==> src/rtl/cpu_switch_if.sv <==
// cpu_switch_if: health, command, serial-line and switch-status signals of the dual-CPU switch box
interface cpu_switch_if #(
  parameter int CNT_W = 8
);
  logic io_a;
  logic io_b;
  logic force_swi;
  logic com_swi;
  logic srx_cpuA;
  logic srx_cpuB;
  logic switch;
  logic pending;
  logic swi_evt;
  logic [CNT_W-1:0] a_err_num;
  logic [CNT_W-1:0] b_err_num;
  modport master(
    output io_a, io_b, force_swi, com_swi, srx_cpuA, srx_cpuB,
    input switch, pending, swi_evt, a_err_num, b_err_num
  );
  modport slave(
    input io_a, io_b, force_swi, com_swi, srx_cpuA, srx_cpuB,
    output switch, pending, swi_evt, a_err_num, b_err_num
  );
endinterface

==> src/rtl/cpu_switch_ctrl.sv <==
// cpu_switch_ctrl: filtered-health A/B CPU selector that only switches at a frame gap or after a bounded wait
module cpu_switch_ctrl #(
  parameter int FILT_LEN = 16,
  parameter int IDLE_T   = 1600,
  parameter int MAX_WAIT = 65536,
  parameter int DWELL_T  = 4096,
  parameter int CNT_W    = 8
) (
  input logic clk,
  input logic rst_n,
  cpu_switch_if.slave bus
);
  localparam int FW = $clog2(FILT_LEN);
  localparam int IW = $clog2(IDLE_T + 1);
  localparam int WW = $clog2(MAX_WAIT);
  localparam int DW = $clog2(DWELL_T + 1);
  localparam logic [CNT_W-1:0] CMAX = '1;
  typedef enum logic [1:0] {RUN_A, WAIT_B, RUN_B, WAIT_A} state_t;
  logic [1:0] ia_q, ia_d, ib_q, ib_d, ra_q, ra_d, rb_q, rb_d;
  logic fa_q, fa_d, fb_q, fb_d;
  logic [FW-1:0] ca_q, ca_d, cb_q, cb_d;
  logic [CNT_W-1:0] an_q, an_d, bn_q, bn_d;
  logic [IW-1:0] idle_q, idle_d;
  logic [WW-1:0] wcnt_q, wcnt_d;
  logic [DW-1:0] dwell_q, dwell_d;
  logic switch_q, switch_d, evt_q, evt_d;
  state_t state_q, state_d;
  logic a_err, b_err, a_rise, b_rise, sat, tgt, line, go;
  // synchronizers, glitch filters, error counters, target selection and switch sequencing
  always_comb begin
    ia_d = {ia_q[0], bus.io_a};
    ib_d = {ib_q[0], bus.io_b};
    ra_d = {ra_q[0], bus.srx_cpuA};
    rb_d = {rb_q[0], bus.srx_cpuB};
    a_err = ~ia_q[1];
    b_err = ~ib_q[1];
    a_rise = a_err & ~fa_q & (ca_q == FW'(FILT_LEN - 1));
    b_rise = b_err & ~fb_q & (cb_q == FW'(FILT_LEN - 1));
    fa_d = fa_q;
    ca_d = '0;
    if (a_err != fa_q) {fa_d, ca_d} = (ca_q == FW'(FILT_LEN - 1)) ? {a_err, FW'(0)} : {fa_q, ca_q + FW'(1)};
    fb_d = fb_q;
    cb_d = '0;
    if (b_err != fb_q) {fb_d, cb_d} = (cb_q == FW'(FILT_LEN - 1)) ? {b_err, FW'(0)} : {fb_q, cb_q + FW'(1)};
    sat = (an_q == CMAX) || (bn_q == CMAX);
    an_d = bus.force_swi ? '0 : sat ? CNT_W'(an_q > bn_q) : an_q + CNT_W'(a_rise);
    bn_d = bus.force_swi ? '0 : sat ? CNT_W'(an_q <= bn_q) : bn_q + CNT_W'(b_rise);
    tgt = (fa_q ^ fb_q) ? fa_q : (fa_q | bus.force_swi) ? bus.com_swi : (an_q != bn_q) ? (an_q > bn_q) : switch_q;
    line = switch_q ? rb_q[1] : ra_q[1];
    go = (idle_q == IW'(IDLE_T)) || (wcnt_q == WW'(MAX_WAIT - 1));
    unique case (state_q)
      RUN_A:   state_d = (tgt && (dwell_q == '0 || bus.force_swi)) ? WAIT_B : RUN_A;
      RUN_B:   state_d = (!tgt && (dwell_q == '0 || bus.force_swi)) ? WAIT_A : RUN_B;
      WAIT_B:  state_d = !tgt ? RUN_A : go ? RUN_B : WAIT_B;
      WAIT_A:  state_d = tgt ? RUN_B : go ? RUN_A : WAIT_A;
      default: state_d = RUN_A;
    endcase
    evt_d = (state_q == WAIT_B && state_d == RUN_B) || (state_q == WAIT_A && state_d == RUN_A);
    switch_d = switch_q ^ evt_d;
    wcnt_d = (state_q == RUN_A || state_q == RUN_B) ? '0 : wcnt_q + WW'(1);
    idle_d = (evt_d || !line) ? '0 : (idle_q == IW'(IDLE_T)) ? idle_q : idle_q + IW'(1);
    dwell_d = evt_d ? DW'(DWELL_T) : (dwell_q != '0) ? dwell_q - DW'(1) : '0;
  end
  // state register; synchronizers preset to healthy/idle on reset
  always_ff @(posedge clk or negedge rst_n) begin
    if (!rst_n) begin
      ia_q <= 2'b11;
      ib_q <= 2'b11;
      ra_q <= 2'b11;
      rb_q <= 2'b11;
      fa_q <= 1'b0;
      fb_q <= 1'b0;
      ca_q <= '0;
      cb_q <= '0;
      an_q <= '0;
      bn_q <= '0;
      idle_q <= '0;
      wcnt_q <= '0;
      dwell_q <= '0;
      switch_q <= 1'b0;
      evt_q <= 1'b0;
      state_q <= RUN_A;
    end else begin
      ia_q <= ia_d;
      ib_q <= ib_d;
      ra_q <= ra_d;
      rb_q <= rb_d;
      fa_q <= fa_d;
      fb_q <= fb_d;
      ca_q <= ca_d;
      cb_q <= cb_d;
      an_q <= an_d;
      bn_q <= bn_d;
      idle_q <= idle_d;
      wcnt_q <= wcnt_d;
      dwell_q <= dwell_d;
      switch_q <= switch_d;
      evt_q <= evt_d;
      state_q <= state_d;
    end
  end
  assign bus.switch = switch_q;
  assign bus.swi_evt = evt_q;
  assign bus.pending = (state_q == WAIT_A) || (state_q == WAIT_B);
  assign bus.a_err_num = an_q;
  assign bus.b_err_num = bn_q;
endmodule
==> src/flat_wrapper.sv <==
// flat-port wrapper written by rule: the top's interface ports become plain ports
module cpu_switch_ctrl_flat 
#(
  parameter int FILT_LEN = 16,
  parameter int IDLE_T   = 1600,
  parameter int MAX_WAIT = 65536,
  parameter int DWELL_T  = 4096,
  parameter int CNT_W    = 8
)
  (clk, rst_n, bus_io_a, bus_io_b, bus_force_swi, bus_com_swi, bus_srx_cpuA, bus_srx_cpuB, bus_switch, bus_pending, bus_swi_evt, bus_a_err_num, bus_b_err_num);
  cpu_switch_if #(.CNT_W(CNT_W)) bus_i ();
  input logic clk;
  input logic rst_n;
  input wire logic [$bits(bus_i.io_a)-1:0] bus_io_a;
  input wire logic [$bits(bus_i.io_b)-1:0] bus_io_b;
  input wire logic [$bits(bus_i.force_swi)-1:0] bus_force_swi;
  input wire logic [$bits(bus_i.com_swi)-1:0] bus_com_swi;
  input wire logic [$bits(bus_i.srx_cpuA)-1:0] bus_srx_cpuA;
  input wire logic [$bits(bus_i.srx_cpuB)-1:0] bus_srx_cpuB;
  output wire logic [$bits(bus_i.switch)-1:0] bus_switch;
  output wire logic [$bits(bus_i.pending)-1:0] bus_pending;
  output wire logic [$bits(bus_i.swi_evt)-1:0] bus_swi_evt;
  output wire logic [$bits(bus_i.a_err_num)-1:0] bus_a_err_num;
  output wire logic [$bits(bus_i.b_err_num)-1:0] bus_b_err_num;
  assign bus_i.io_a = bus_io_a;
  assign bus_i.io_b = bus_io_b;
  assign bus_i.force_swi = bus_force_swi;
  assign bus_i.com_swi = bus_com_swi;
  assign bus_i.srx_cpuA = bus_srx_cpuA;
  assign bus_i.srx_cpuB = bus_srx_cpuB;
  assign bus_switch = bus_i.switch;
  assign bus_pending = bus_i.pending;
  assign bus_swi_evt = bus_i.swi_evt;
  assign bus_a_err_num = bus_i.a_err_num;
  assign bus_b_err_num = bus_i.b_err_num;
  cpu_switch_ctrl #(.FILT_LEN(FILT_LEN), .IDLE_T(IDLE_T), .MAX_WAIT(MAX_WAIT), .DWELL_T(DWELL_T), .CNT_W(CNT_W)) u_core (.clk(clk), .rst_n(rst_n), .bus(bus_i));
endmodule
==> config.mk <==
export PLATFORM = sky130hd
export DESIGN_NAME = cpu_switch_ctrl_flat
export DESIGN_NICKNAME = d
export VERILOG_FILES = /design/src/rtl/cpu_switch_if.sv /design/src/rtl/cpu_switch_ctrl.sv /design/src/flat_wrapper.sv
export SDC_FILE = /design/constraint.sdc
export NUM_CORES = 1
export LEC_CHECK = 0
export ABC_AREA = 1
export ABC_CLOCK_PERIOD_IN_PS = 2300
export CORE_MARGIN = 5
export CORE_UTILIZATION = 59
export CTS_CLUSTER_DIAMETER = 100
export DETAILED_ROUTE_END_ITERATION = 12
export PLACE_DENSITY = 0.87
export SLEW_MARGIN = 10
export SYNTH_ARGS = -nofsm -noshare
export SYNTH_HDL_FRONTEND = slang
export SYNTH_SLANG_ARGS = --single-unit
==> constraint.sdc <==
create_clock -name clk -period 2.3 [get_ports clk]
set_input_delay 0.69 -clock clk [delete_from_list [all_inputs] [get_ports clk]]
set_output_delay 0.69 -clock clk [all_outputs]
set_load 0.05 [all_outputs]
==> impl_metrics.json, run 1 <==
{
  "gp_congestion": 0.8143,
  "drive_gt1_share_pct": 10.10,
  "drv_slew": 0,
  "status": "finished clean",
  "clk_latency_ns": 0.36,
  "leakagePower_uw": 0.002288,
  "ios": 27,
  "fmax_ghz": 0.4466,
  "crit_path_cell_trace": "clkdlybuf4s50_1",
  "worstPathRequired_ns": 1.61,
  "htreeDepth": 3,
  "synth.distinct_cells": 31,
  "ys_warn_count": 0,
  "drtIter0Drc": 168,
  "worstSetupPathType": "register to primary output",
  "initial_core_util_pct": 59.70,
  "diodes": 0,
  "grt_first_pass_wirelength_um": 13100,
  "avgRoutedWirePerCell_um": 12.95,
  "hpwl_um": 5498,
  "min_period_over_period_pct": 97.36,
  "period_minus_slack_ns": 2.239,
  "drc": 0,
  "place_inst": 578,
  "row_count": 30,
  "critPathArrivalTime_ns": 1.55,
  "first_global_vias": 3067,
  "die_w_um": 92.23,
  "clock-sinks": 78,
  "worstMarginPinSlew_ns": 0.5097,
  "finalSetupViolCount": 0,
  "cts_made_buffers": 9,
  "portBuffers": 26,
  "synth_area_per_cell_um2": 8.433,
  "hold_path.class": "primary input to async pin",
  "final_cells": 595,
  "synth.yosys.seq_area_share_pct": 49.18,
  "die-area_um2": 8505,
  "crit_buf_inv": 1,
  "finalSetupTns_ns": 0,
  "n_fill_cell": 500,
  "cp-end-kind": "primary output",
  "maxSlewHeadroom_pct": 65.97,
  "clock_skew_ns": 0.01102,
  "syn_to_final_growth_pct": 14.40,
  "first_pass_iters": 4,
  "final_nets": 538,
  "cts_hold_buf": 0,
  "track_usage_pct": 19.31,
  "grt_setup_unrepaired": "no",
  "path_clk_slew_ns": 0.08,
  "crit_slowest_cell": "clkdlybuf4s50_1",
  "clockBufferDepth": 2,
  "cp-start-kind": "register",
  "drv_cap": 0,
  "cts_tree": "yes",
  "gr-total-overflow": 0,
  "root_buffer": "clkbuf_8",
  "path_delay_family": "buffers and inverters",
  "grt_max_degree": 36,
  "die_h_um": 92.23,
  "synthCells": 473,
  "cpPeakStageDelay_ns": 0.82,
  "ir_drop_uv": 452.8,
  "wl_um": 7704,
  "vias_per_cell": 5.261,
  "powerDensity_nw_per_um2": 562.2,
  "synth_fp_nets": 501,
  "hold_viol_final": 0,
  "ys_ff_latch": 78,
  "syn_area_um2": 3989,
  "routed-via-count": 3130,
  "coreArea_um2": 6681,
  "cp_max_fo": 4,
  "drtAntennaViolNets": 0,
  "antenna_found_initial": 0
}
[through the flow]
step	total power [uW]	area (um2)	setup WS, ns	utilization, %	hold WS (ns)
6_report	2566	4563	0.06062	68.30	0.2141
5_1_grt	2688	4563	0.01229	68.30	0.2130
4_1_cts	2592	4541	0.004994	67.96	0.2201
3_5_place_dp	1582	4349	0.03515	65.09	0.3468
3_3_place_gp	1576	4349	0.09211	65.09	0.3463
2_1_floorplan	1518	3989	0.1008	-	0.3452
[report_power, final]
group | internal, uW | switching [uW] | leakage (uW)
combinational | 44.3 | 82.9 | 0.00120
clock | 502 | 510 | 0.0000956
sequential | 1400 | 22.4 | 0.000993
[kinds of logic (layout without fill, tap and decap cells)]
group | after synthesis | after routing | share of synthesized area, %
compound gates | 49 | 49 | 6.807
xor+xnor | 26 | 26 | 5.709
fa+ha+maj | 20 | 20 | 6.274
buf+inv | 81 | 123 | 8.093
flops | 78 | 78 | 49.18
simple gates | 219 | 219 | 23.93
[synthesized netlist by cell type]
cell type   n  area share [%]
and2_1      1            0.16
buf_6       2            0.56
nand2_1    83             7.8
nor2_2      5            0.78
nor3_2      2            0.50
nor4_1      3            0.47
nor3_1     20             2.5
buf_4       1            0.19
nand3_1    19             2.4
dfstp_2     8             5.3
o211ai_1    1            0.19
nand4_1     6            0.94
a21oi_1    25             3.1
a31oi_1     4            0.63
o21ai_1     2            0.25
a211oi_1    1            0.19
a21oi_2     2            0.44
clkbuf_1    2            0.19
a21o_1      1            0.19
xor2_1     22             4.8
xnor2_1     4            0.88
nand2_2     3            0.47
nor2_4      1            0.28
o21ai_0    11             1.4
dfrtp_1    70              44
nand3_2     3            0.75
ha_1       20             6.3
a32oi_1     1            0.22
o21a_1      1            0.19
inv_1      76             7.2
nor2_1     73             6.9
[sequential cells by signal, summed over array words and instances (netlist names), 2 cells and up]
signal and flops:
u_core.state_q 2, u_core.ia_q 2, u_core.rb_q 2, u_core.bus.b_err_num 8
u_core.ra_q 2, u_core.bus.a_err_num 8, u_core.ib_q 2, u_core.ca_q 4
u_core.idle_q 11, u_core.cb_q 4, u_core.dwell_q 13, u_core.wcnt_q 16
[routing by layer]
layer | part of all wire (%) | global-route usage, % | up-vias | routed length (um)
met1 | 43 | 22.96 | 1466 | 3308
li1 | - | - | 1572 | -
met2 | 51 | 33.58 | 75 | 3897
met3 | 4.0 | 5.578 | 17 | 312
met5 | 0 | 0 | - | 0
met4 | 2.4 | 6.312 | 0 | 184
[cell type report]
class                   instances  area (um2)  share of cell area (%)
flip-flops and latches         78        1962                   42.99
multi-input cells             314        1704                   37.35
repair buffers                 31       315.3                   6.910
inverters                      76       285.3                   6.252
clock buffers                   9       123.9                   2.715
well taps                      80       100.1                   2.194
clock inverters                 7       72.57                   1.590
[worst paths after layout]
path	depth (start not counted)	from	slack, ns	to
setup / recovery	1	u_core.bus.b_err_num[1]	0.06	bus_b_err_num[1]
setup reg to reg	14	u_core.bus.b_err_num[3]	0.19	u_core.dwell_q[0]
min in group clk	0	u_core.ib_q[0]	0.35	u_core.ib_q[1]
hold reg to reg	0	u_core.ib_q[0]	0.35	u_core.ib_q[1]
hold / removal	1	rst_n	0.21	u_core.bus.b_err_num[3]
max in group asynchronous	2	rst_n	1.48	u_core.idle_q[6]
[timing repair]
item | 4_1_cts | 5_1_grt
buffers inserted | 0 | 1
gates resized for setup | 4 | 6
endpoints found under the setup margin | 4 | 11
[placed cells by master (no fill, tap or decap), types with 3 or more instances in the layout]
cell type	synthesis	routed
a21oi_1	25	25
a31oi_1	4	4
buf_4	1	10
clkbuf_8	0	9
clkdlybuf4s50_1	0	9
dfrtp_1	70	70
dfstp_2	8	8
dlygate4sd2_1	0	4
dlymetal6s2s_1	0	6
ha_1	20	20
inv_1	76	76
nand2_1	83	83
nand2_2	3	3
nand3_1	19	19
nand3_2	3	3
nand4_1	6	6
nor2_1	73	73
nor2_2	5	5
nor3_1	20	20
nor4_1	3	3
o21ai_0	11	11
xnor2_1	4	4
xor2_1	22	22
Note: power is estimated with default switching activity, not from simulation.
==> run 2, diff against run 1 <==
SLEW_MARGIN = not set   (was 10)
TNS_END_PERCENT = 20   (was not set)
==> run 2 against run 1 <==
Against the previous run:
- sequential share of layout area hardly changed
- global-route usage unchanged
- register-to-register slack got worse by 0.02 ns
- critical path type unchanged
- largest power group unchanged
- highest routed layer unchanged
==> impl_metrics.json, run 2 (synthesis gave the netlist of run 1 again) <==
{
  "status": "finished clean",
  "drtAntennaViolNets": 0,
  "syn_to_final_growth_pct": 14.27,
  "comb_power_share_pct": 5.0,
  "largest_register_ffs": 16,
  "intPower_uw": 1950,
  "cts_hold_buf": 0,
  "clk_latency_ns": 0.36,
  "worstMarginPinSlew_ns": 0.5097,
  "clock-sinks": 78,
  "clock_skew_ns": 0.01177,
  "portBuffers": 26,
  "cp-start-kind": "register",
  "drtIter0Drc": 137,
  "fin_util_pct": 68.22,
  "crit_slowest_cell": "clkdlybuf4s50_1",
  "sw_frac_of_total_pct": 24.10,
  "final_cells": 594,
  "mostFrequentLayoutCells": "nand2_1, inv_1, nor2_1",
  "root_buffer": "clkbuf_8",
  "path_clk_slew_ns": 0.08,
  "r2r_cells": 14,
  "finalSetupViolCount": 0,
  "crit_buf_inv": 1,
  "worstPathRequired_ns": 1.61,
  "critPathArrivalTime_ns": 1.55,
  "p_switching_uw": 619.3,
  "maxSlewHeadroom_pct": 65.97,
  "cts_tree": "yes",
  "wl_um": 7729,
  "drive_gt1_share_pct": 10.12,
  "gp_congestion": 0.8143,
  "first_global_vias": 3067,
  "cts_made_buffers": 9,
  "track_usage_pct": 19.31,
  "grt_setup_unrepaired": "no",
  "worstSetupPathType": "register to primary output",
  "drv_slew": 0,
  "cp_max_fo": 4,
  "crit_path_cell_trace": "clkdlybuf4s50_1",
  "initial_core_util_pct": 59.70,
  "fin_hold_ws_ns": 0.2136,
  "period_minus_slack_ns": 2.242,
  "diodes": 0,
  "min_period_over_period_pct": 97.48,
  "fmax_ghz": 0.4460,
  "htreeDepth": 3,
  "hold_path.class": "primary input to async pin",
  "vias_per_cell": 5.271,
  "cp.depth": 1,
  "finalSetupTns_ns": 0,
  "place_inst": 578,
  "powerDensity_nw_per_um2": 563.7,
  "row_count": 30,
  "coreArea_um2": 6681,
  "antenna_found_initial": 0,
  "die_w_um": 92.23,
  "place_ws_ns": 0.03515,
  "drc": 0,
  "avgRoutedWirePerCell_um": 13.01,
  "clockBufferDepth": 2,
  "hold_viol_final": 0,
  "drv_cap": 0,
  "grt_first_pass_wirelength_um": 13100,
  "hpwl_um": 5498,
  "regArea_um2": 1962,
  "grt_max_degree": 36,
  "first_pass_iters": 5,
  "top_regs": "u_core.wcnt_q (16), u_core.dwell_q (13), u_core.idle_q (11)",
  "final_nets": 537,
  "multiInputGateArea_um2": 1707,
  "ios": 27,
  "clock_power_share_pct": 39.5,
  "fin_ws_ns": 0.05798,
  "die_h_um": 92.23,
  "final_common_cell": "nand2_1",
  "leakagePower_uw": 0.002282,
  "top_register": "u_core.wcnt_q",
  "ir_drop_uv": 453.1,
  "path_delay_family": "buffers and inverters",
  "routed-via-count": 3131,
  "die-area_um2": 8505,
  "gr-total-overflow": 0,
  "cpPeakStageDelay_ns": 0.82,
  "p_seq_share_pct": 55.5,
  "cp-end-kind": "primary output",
  "n_fill_cell": 501
}
run 2: worst paths after layout:
check	startpoint	endpoint	slack, ns
hold reg to reg	u_core.ib_q[0]	u_core.ib_q[1]	0.35
hold / removal	rst_n	u_core.bus.b_err_num[3]	0.21
max in group asynchronous	rst_n	u_core.idle_q[6]	1.48
setup reg to reg	u_core.bus.b_err_num[3]	u_core.dwell_q[0]	0.17
min in group clk	u_core.ib_q[0]	u_core.ib_q[1]	0.35
setup / recovery	u_core.bus.b_err_num[1]	bus_b_err_num[1]	0.06
run 2: what timing repair did:
item	in CTS	in global routing
pin swaps	0	0
setup buffers	0	0
resized for setup	4	7
setup endpoints to repair	4	11
run 2: layout make-up:
cell class                 count  area share (%)
sequential                    78           43.04
multi-input combinational    314           37.44
timing repair buffer          30           6.753
inverter                      76           6.259
clock buffer                   9           2.718
tap                           80           2.196
clock inverter                 7           1.592
run 2: power by group through the flow:
stage | clock network (uW) | logic (uW) | registers [uW]
floorplan | 0 | 73.9 | 1440
global placement | 0 | 125 | 1450
detailed placement | 0 | 130 | 1450
CTS | 1040 | 131 | 1430
global route | 1110 | 148 | 1430
finish | 1020 | 128 | 1430
run 2: per-layer routing:
| metal | vias to the layer above | part of all wire, % | track usage (%) |
|---|---|---|---|
| met5 | - | 0 | 0 |
| met4 | 0 | 2.1 | 6.312 |
| met3 | 15 | 4.7 | 5.578 |
| met2 | 77 | 50 | 33.58 |
| met1 | 1468 | 43 | 22.96 |
| li1 | 1571 | - | - |
run 2: metrics by stage:
| stage | cell area (um2) | total power [uW] |
|---|---|---|
| finish | 4558 | 2569 |
| global route | 4558 | 2688 |
| CTS | 4541 | 2592 |
| detailed placement | 4349 | 1582 |
| global placement | 4349 | 1576 |
| floorplan | 3989 | 1518 |
